File: src/rtl/complement_gate_mw.sv
// complement_gate_mw: serial sign-magnitude/complement gate from the early bus to the intermediate bus; CGATE_FRAME_CHECK_EN enables the framing check.
module complement_gate_mw #(
  parameter int WORD_BITS = 29,
  parameter int WORDS = 2,
  localparam int BW = $clog2(WORD_BITS),
  localparam int WW = (WORDS > 1) ? $clog2(WORDS) : 1
) (
  input  logic          CLOCK,
  input  logic          rst,
  input  logic          EB_IN,
  input  logic          BLOCK_SYNC,
  input  logic          WORD_SYNC,
  input  logic          XFER,
  input  logic [1:0]    MODE,
  input  logic          FRAME_CLR,
  output logic          IB,
  output logic          SIGN_OUT,
  output logic          MZERO,
  output logic          FRAME_ERR,
  output logic          BUSY,
  output logic [BW-1:0] BIT_POS,
  output logic [WW-1:0] WORD_IDX
);
  typedef enum logic [1:0] {IDLE, PASS, COPY, INVERT} state_t;
  state_t state, state_n;
  logic [BW-1:0] pred_bit, cur_bit;
  logic [WW-1:0] pred_word, cur_word;
  logic bit_wrap, last, start, neg, sign_e, ib_n, mz_n;
  // BIT_POS/WORD_IDX name the bit now on IB; pred_* is where the incoming bit should sit
  assign bit_wrap = BIT_POS == BW'(WORD_BITS - 1);
  assign pred_bit = bit_wrap ? '0 : BIT_POS + 1'b1;
  assign pred_word = !bit_wrap ? WORD_IDX : (WORD_IDX == WW'(WORDS - 1)) ? '0 : WORD_IDX + 1'b1;
  assign cur_word = BLOCK_SYNC ? '0 : pred_word;
`ifdef CGATE_FRAME_CHECK_EN
  logic locked, frame_set;
  assign cur_bit = (BLOCK_SYNC || WORD_SYNC) ? '0 : pred_bit;
  assign frame_set = locked && ((WORD_SYNC && pred_bit != '0) ||
                                (BLOCK_SYNC && (pred_bit != '0 || pred_word != '0)));
  // no prediction exists until the first block sync after reset
  always_ff @(posedge CLOCK) begin
    if (rst) begin
      locked <= 1'b0;
      FRAME_ERR <= 1'b0;
    end else begin
      locked <= locked | BLOCK_SYNC;
      FRAME_ERR <= frame_set | (FRAME_ERR & ~FRAME_CLR);
    end
  end
`else
  logic unused_frame;
  assign unused_frame = WORD_SYNC ^ FRAME_CLR;
  assign cur_bit = BLOCK_SYNC ? '0 : pred_bit;
  assign FRAME_ERR = 1'b0;
`endif
  assign last = (cur_bit == BW'(WORD_BITS - 1)) && (cur_word == WW'(WORDS - 1));
  assign start = XFER && BLOCK_SYNC;
  assign neg = (MODE == 2'b00) ? 1'b0 : (MODE == 2'b10) ? 1'b1 : EB_IN;
  assign sign_e = MODE[1] ? (~MODE[0] & ~EB_IN) : EB_IN;
  assign BUSY = state != IDLE;
  // two's complement serially: copy up to and including the first one, invert afterwards
  always_comb begin
    state_n = state;
    ib_n = 1'b0;
    mz_n = 1'b0;
    if (!XFER) state_n = IDLE;
    else if (start) begin
      ib_n = sign_e;
      state_n = neg ? COPY : PASS;
    end else if (state != IDLE) begin
      ib_n = (state == INVERT) ? ~EB_IN : EB_IN;
      state_n = (state == COPY && EB_IN) ? INVERT : state;
      if (last) begin
        state_n = IDLE;
        mz_n = (state == COPY) && !EB_IN;
      end
    end
  end
  always_ff @(posedge CLOCK) begin
    if (rst) begin
      state <= IDLE;
      BIT_POS <= '0;
      WORD_IDX <= '0;
      IB <= 1'b0;
      SIGN_OUT <= 1'b0;
      MZERO <= 1'b0;
    end else begin
      state <= state_n;
      BIT_POS <= cur_bit;
      WORD_IDX <= cur_word;
      IB <= ib_n;
      MZERO <= mz_n;
      if (start) SIGN_OUT <= sign_e;
    end
  end
endmodule

File: config.mk
export PLATFORM = sky130hd
export DESIGN_NAME = complement_gate_mw
export DESIGN_NICKNAME = d
export VERILOG_FILES = /design/src/rtl/complement_gate_mw.sv
export SDC_FILE = /design/constraint.sdc
export NUM_CORES = 1
export LEC_CHECK = 0
export BUFFER_PORTS_ARGS = -buffer_cell sky130_fd_sc_hd__buf_2
export CELL_PAD_IN_SITES_DETAIL_PLACEMENT = 1
export CELL_PAD_IN_SITES_GLOBAL_PLACEMENT = 1
export CORE_MARGIN = 2
export CORE_UTILIZATION = 30
export CTS_CLUSTER_SIZE = 8
export DETAILED_ROUTE_END_ITERATION = 10
export PLACE_DENSITY_LB_ADDON = 0.1
export SYNTH_ARGS = -nofsm -noshare
export SYNTH_HDL_FRONTEND = slang
export SYNTH_SLANG_ARGS = --single-unit
File: constraint.sdc
create_clock -name CLOCK -period 1.44 [get_ports CLOCK]
set_input_delay 0.072 -clock CLOCK [delete_from_list [all_inputs] [get_ports CLOCK]]
set_output_delay 0.072 -clock CLOCK [all_outputs]
set_load 0.1 [all_outputs]
==> Word level (Yosys, flattened, before mapping) <==
Index checks and enable logic that the tools add are counted.
{ "totals": {"register_bits": 11, "output_inout_bits": 11, "input_bits": 9} }
{ "op_classes": {"n_reduce_logical": 12, "n_mux": 16, "bitwise_logic": 6, "n_eq_ne": 5, "addsub": 2} }
{ "op_table": {"columns": ["operator", "n"], "rows": [
  ["$eq A5 B5 Y1 const B", 2],
  ["$mux W2", 5],
  ["$mux W5", 2],
  ["$mux W1", 9],
  ["$eq A2 B2 Y1 const B", 3],
  ["$add A5 B1 Y5 const B", 1],
  ["$not A1 Y1", 5],
  ["$reduce_or A5 Y1", 1],
  ["$logic_and A1 B1 Y1", 4],
  ["$reduce_bool A2 Y1", 2],
  ["$reduce_bool A3 Y1", 1],
  ["$logic_not A2 Y1", 1],
  ["$reduce_and A2 Y1", 1],
  ["$reduce_or A2 Y1", 1],
  ["$add A1 B1 Y1 const B", 1],
  ["$and A1 B1 Y1", 1],
  ["$logic_not A1 Y1", 1]
]} }

==> Longest topological paths before layout <==
{ "depth": {"ltp_word": 8, "ltp_mapped": 6, "depth_no_buf": 6} }

==> Worst setup path after synthesis <==
No wires, ideal clock.
{ "synth_path": {"path_type": "register to register", "from": "reg BIT_POS[0]", "to": "reg MZERO", "t_required_ps": 1379, "n_path_buf": 0, "slack_ps": -740, "synth_period_minus_slack_ps": 2180, "arrival_ps": 2118, "stages_incl_launch_ff": 6, "path_cell_list": "dfxtp_1 -> ha_1 -> and3b_1 -> o221ai_2 -> a211oi_2 -> and4b_1"} }
{ "synth_via": {"elab_chain_len": 7} }
{ "synth_rtl": {"columns": ["item", "line_no", "text"], "rows": [
  ["from (decl)", "21", "output logic [BW-1:0] BIT_POS,"],
  ["from (signal assigned)", "88", "BIT_POS <= cur_bit;"],
  ["$add A5 B1 Y5 or $eq A5 B5 Y1 (tied branches)", "31, 30", null],
  ["$mux W5", "31", "assign pred_bit = bit_wrap ? '0 : BIT_POS + 1'b1;"],
  ["$mux W5", "52", "assign cur_bit = BLOCK_SYNC ? '0 : pred_bit;"],
  ["$eq A5 B5 Y1", "55", "assign last = (cur_bit == BW'(WORD_BITS - 1)) && (cur_word == WW'(WORDS - 1));"],
  ["$logic_and A1 B1 Y1 (*)", "55", null],
  ["$not A1 Y1 (no line) (*)", null, null],
  ["$reduce_or A5 Y1 (no line) (*)", null, null],
  ["to (signal assigned)", "91", "MZERO <= mz_n;"],
  ["to (decl)", "18", "output logic MZERO,"]
]} }
Every way passes the cells marked *; elsewhere a longest branch is shown, timed or not.
A chain may end at the register's enable or synchronous reset.

==> Final worst setup path <==
{ "layout_path": {"from": "reg BIT_POS[1]", "to": "reg state[0]"} }
{ "layout_via": {"elab_chain_len": 8} }
{ "layout_rtl": {"columns": ["item", "line_no", "text"], "rows": [
  ["$add A5 B1 Y5 or $eq A5 B5 Y1 (tied branches)", "31, 30", null],
  ["$mux W5", "31", null],
  ["$mux W5", "52", null],
  ["$eq A5 B5 Y1", "55", null],
  ["$logic_and A1 B1 Y1 (*)", "55", null],
  ["$mux W2", "72", "if (last) begin"],
  ["$mux W2", "69", "end else if (state != IDLE) begin"],
  ["$mux W2", "66", "else if (start) begin"],
  ["to (signal assigned)", "87", "state <= state_n;"],
  ["to (decl)", "25", "state_t state, state_n;"]
]} }
Every way passes the cells marked *; elsewhere a longest branch is shown, timed or not. The select of a mux whose other input is x is not followed.

==> impl_metrics.env <==
export IMPL_p_leak_nw=0.3234
export IMPL_multiInputGateArea_um2=347.8
export IMPL_n_antenna_cell=0
export IMPL_start_kind="flop"
export IMPL_timing_final_crit_share=0.9957
export IMPL_portBuffers=16
export IMPL_die_y_um=47.23
export IMPL_track_usage=0.1433
export IMPL_drt_pre_antenna_iters=4
export IMPL_holdWs_ps=56.21
export IMPL_ir_drop_mv=0.4309
export IMPL_clock_latency_ps=270
export IMPL_finalHoldViolCount=0
export IMPL_synth_cell_type_count=28
export IMPL_tns_ps=0
export IMPL_drcViolationCount=0
export IMPL_fillerInstances=225
export IMPL_h_tree_depth=1
export IMPL_synth_nets=76
export IMPL_synth_top_cell_area_share=0.3929
export IMPL_rsz0062_at_grt="true"
export IMPL_mostFrequentLayoutCell="buf_2"
export IMPL_cts_buffers=3
export IMPL_path_clk_slew_ps=80
export IMPL_hpwl_um=981.8
export IMPL_fin_skew_ps=2.006
export IMPL_reg2reg_slack_ps=6
export IMPL_cts_root_buf="clkbuf_4"
export IMPL_r2r_start="BIT_POS[1]"
export IMPL_area_growth_pct=37.72
export IMPL_die_area_um2=2230
export IMPL_ys_seq_area_frac=0.3929
export IMPL_grt_max_degree=10
export IMPL_drtIter0Drc=1
export IMPL_max_cap_viol_count=0
export IMPL_fmaxAchievable_mhz=697.4
export IMPL_grt_overflow=0
export IMPL_final_core_util=0.4423
export IMPL_synth_area_um2=560.5
export IMPL_hold_start="BLOCK_SYNC"
export IMPL_path_class="flop to flop"
export IMPL_layout_common_cells="buf_2, nor2_1, dfxtp_4, dfxtp_1, a21oi_1"
export IMPL_synth_largest_area_cell="dfxtp_1"
export IMPL_drt_vias_per_instance=4.667
export IMPL_yosys_warnings=0
export IMPL_worstRegToRegCells=5
export IMPL_r2r_end="state[0]"
export IMPL_io_pins=20
export IMPL_core_area_um2=1745
export IMPL_holdCritPathClass="input pin to flop"
export IMPL_cp_required_ps=1600
export IMPL_start_util=0.3211
export IMPL_critPathCaptureType="flop"
export IMPL_whs_endpoint="WORD_IDX"
export IMPL_worstPathArrival_ps=1600
export IMPL_finalWirelength_um=1363
export IMPL_setup_viol=0
export IMPL_routedWlPerCell_um=12.28
export IMPL_grt_pass1_vias=464
export IMPL_syn_inst=65
export IMPL_rows=15
export IMPL_powerDensity_nw_per_um2=855.3
export IMPL_worstPathMaxFanout=5
export IMPL_synth_avg_cell_area_um2=8.624
export IMPL_nets=98
export IMPL_cts_tree="yes"
export IMPL_drv_slew=0
export IMPL_die_x_um=47.23
export IMPL_grt_pass1_wl_um=2152
export IMPL_total_power_mw=0.6603
export IMPL_via_count=518
export IMPL_drive_gt1_frac=0.4419
export IMPL_cts_sinks=11
export IMPL_detail_route_antenna_nets=0
export IMPL_cts_max_path_buffers=2
export IMPL_ys_seq_elements=11
export IMPL_holdPathStages=2
export IMPL_regArea_um2=240.2
export IMPL_ys_top_cells_by_area="dfxtp_1, xor2_1, nor2_1, a21oi_1, ha_1"
export IMPL_min_period_ps=1434
export IMPL_antenna_found_initial=0
export IMPL_status="completed"
export IMPL_gp_congestion=0.7004
-- worst max path at each step --
stage | to | cells past startpoint | from | slack (ps)
floorplan | MZERO | 6 | BIT_POS[1] | -120
global placement | MZERO | 5 | BIT_POS[0] | 2
detailed placement | MZERO | 5 | BIT_POS[0] | -40
CTS | MZERO | 6 | BIT_POS[1] | -6
global route | state[0] | 5 | BIT_POS[1] | -80
finish | state[0] | 5 | BIT_POS[1] | 6
-- cells in the mapped netlist, drive strengths merged --
cell,n
and4b,1
or3,1
conb,1
a21boi,1
a2111oi,1
or2,1
buf,2
and3b,1
clkbuf,1
a211oi,2
xor2,4
and2,1
nand2,5
a21oi,5
mux2i,1
nand4,2
nor2b,1
nor2,8
nand3,2
o31a,1
o221ai,1
dfxtp,11
ha,2
xnor2,1
nand2b,1
nor3,4
inv,3
-- area by class of cell --
type,instances,area share
clock buffers,4,0.03404
inverters,3,0.01783
multi-input cells,48,0.4506
flip-flops and latches,11,0.3112
well taps,25,0.04052
repair buffers,20,0.1459
-- critical path, cell delays in order (launching register included) --
cell and delay, ps:
dfxtp_4 380, ha_4 170, and3b_1 180, o221ai_2 140
a211oi_2 110, a2111oi_1 340
-- kinds of logic after synthesis --
group | synth area share
fa+ha+maj | 0.04464
other cells | 0.006690
mux | 0.01786
simple gates | 0.2523
buf+inv | 0.05356
xor+xnor | 0.07812
flops | 0.3929
compound gates | 0.1540
-- sequential cells by signal, indices dropped and copies added (netlist names) --
register	flops
SIGN_OUT	1
IB	1
WORD_IDX	1
BIT_POS	5
state	2
MZERO	1
-- report_power, final --
group / switching [mW] / internal, mW / total, mW
registers: 0.00951 / 0.304 / 0.313
logic: 0.0962 / 0.0325 / 0.129
clock network: 0.111 / 0.107 / 0.218
total: 0.217 / 0.443 / 0.660
-- stage by stage --
step	cell area (um2)	instances	setup WS, ps
finish	772.0	111	6.124
global route	772.0	111	-76.14
CTS	764.5	111	-6.065
detailed placement	713.2	105	-42.78
global placement	713.2	105	1.862
floorplan	609.3	65	-117.9
-- what timing repair did --
action | in CTS | in global routing
pin swaps | 3 | 1
hold buffers | 1 | 0
resized for setup | 4 | 1
hold endpoints to repair | 2 | 0
buffers inserted | 1 | 0
setup endpoints to repair | 1 | 3
-- metal layers --
layer / part of all wire / routed length [um] / GRT usage / up-vias
li1: - / - / - / 268
met5: 0 / 0 / 0 / -
met3: 0.041 / 56 / 0.04615 / 2
met2: 0.46 / 626 / 0.1946 / 14
met4: 0.0088 / 12 / 0.06667 / 0
met1: 0.49 / 667 / 0.2028 / 234
No activity file was read; power rests on OpenSTA's default activity.
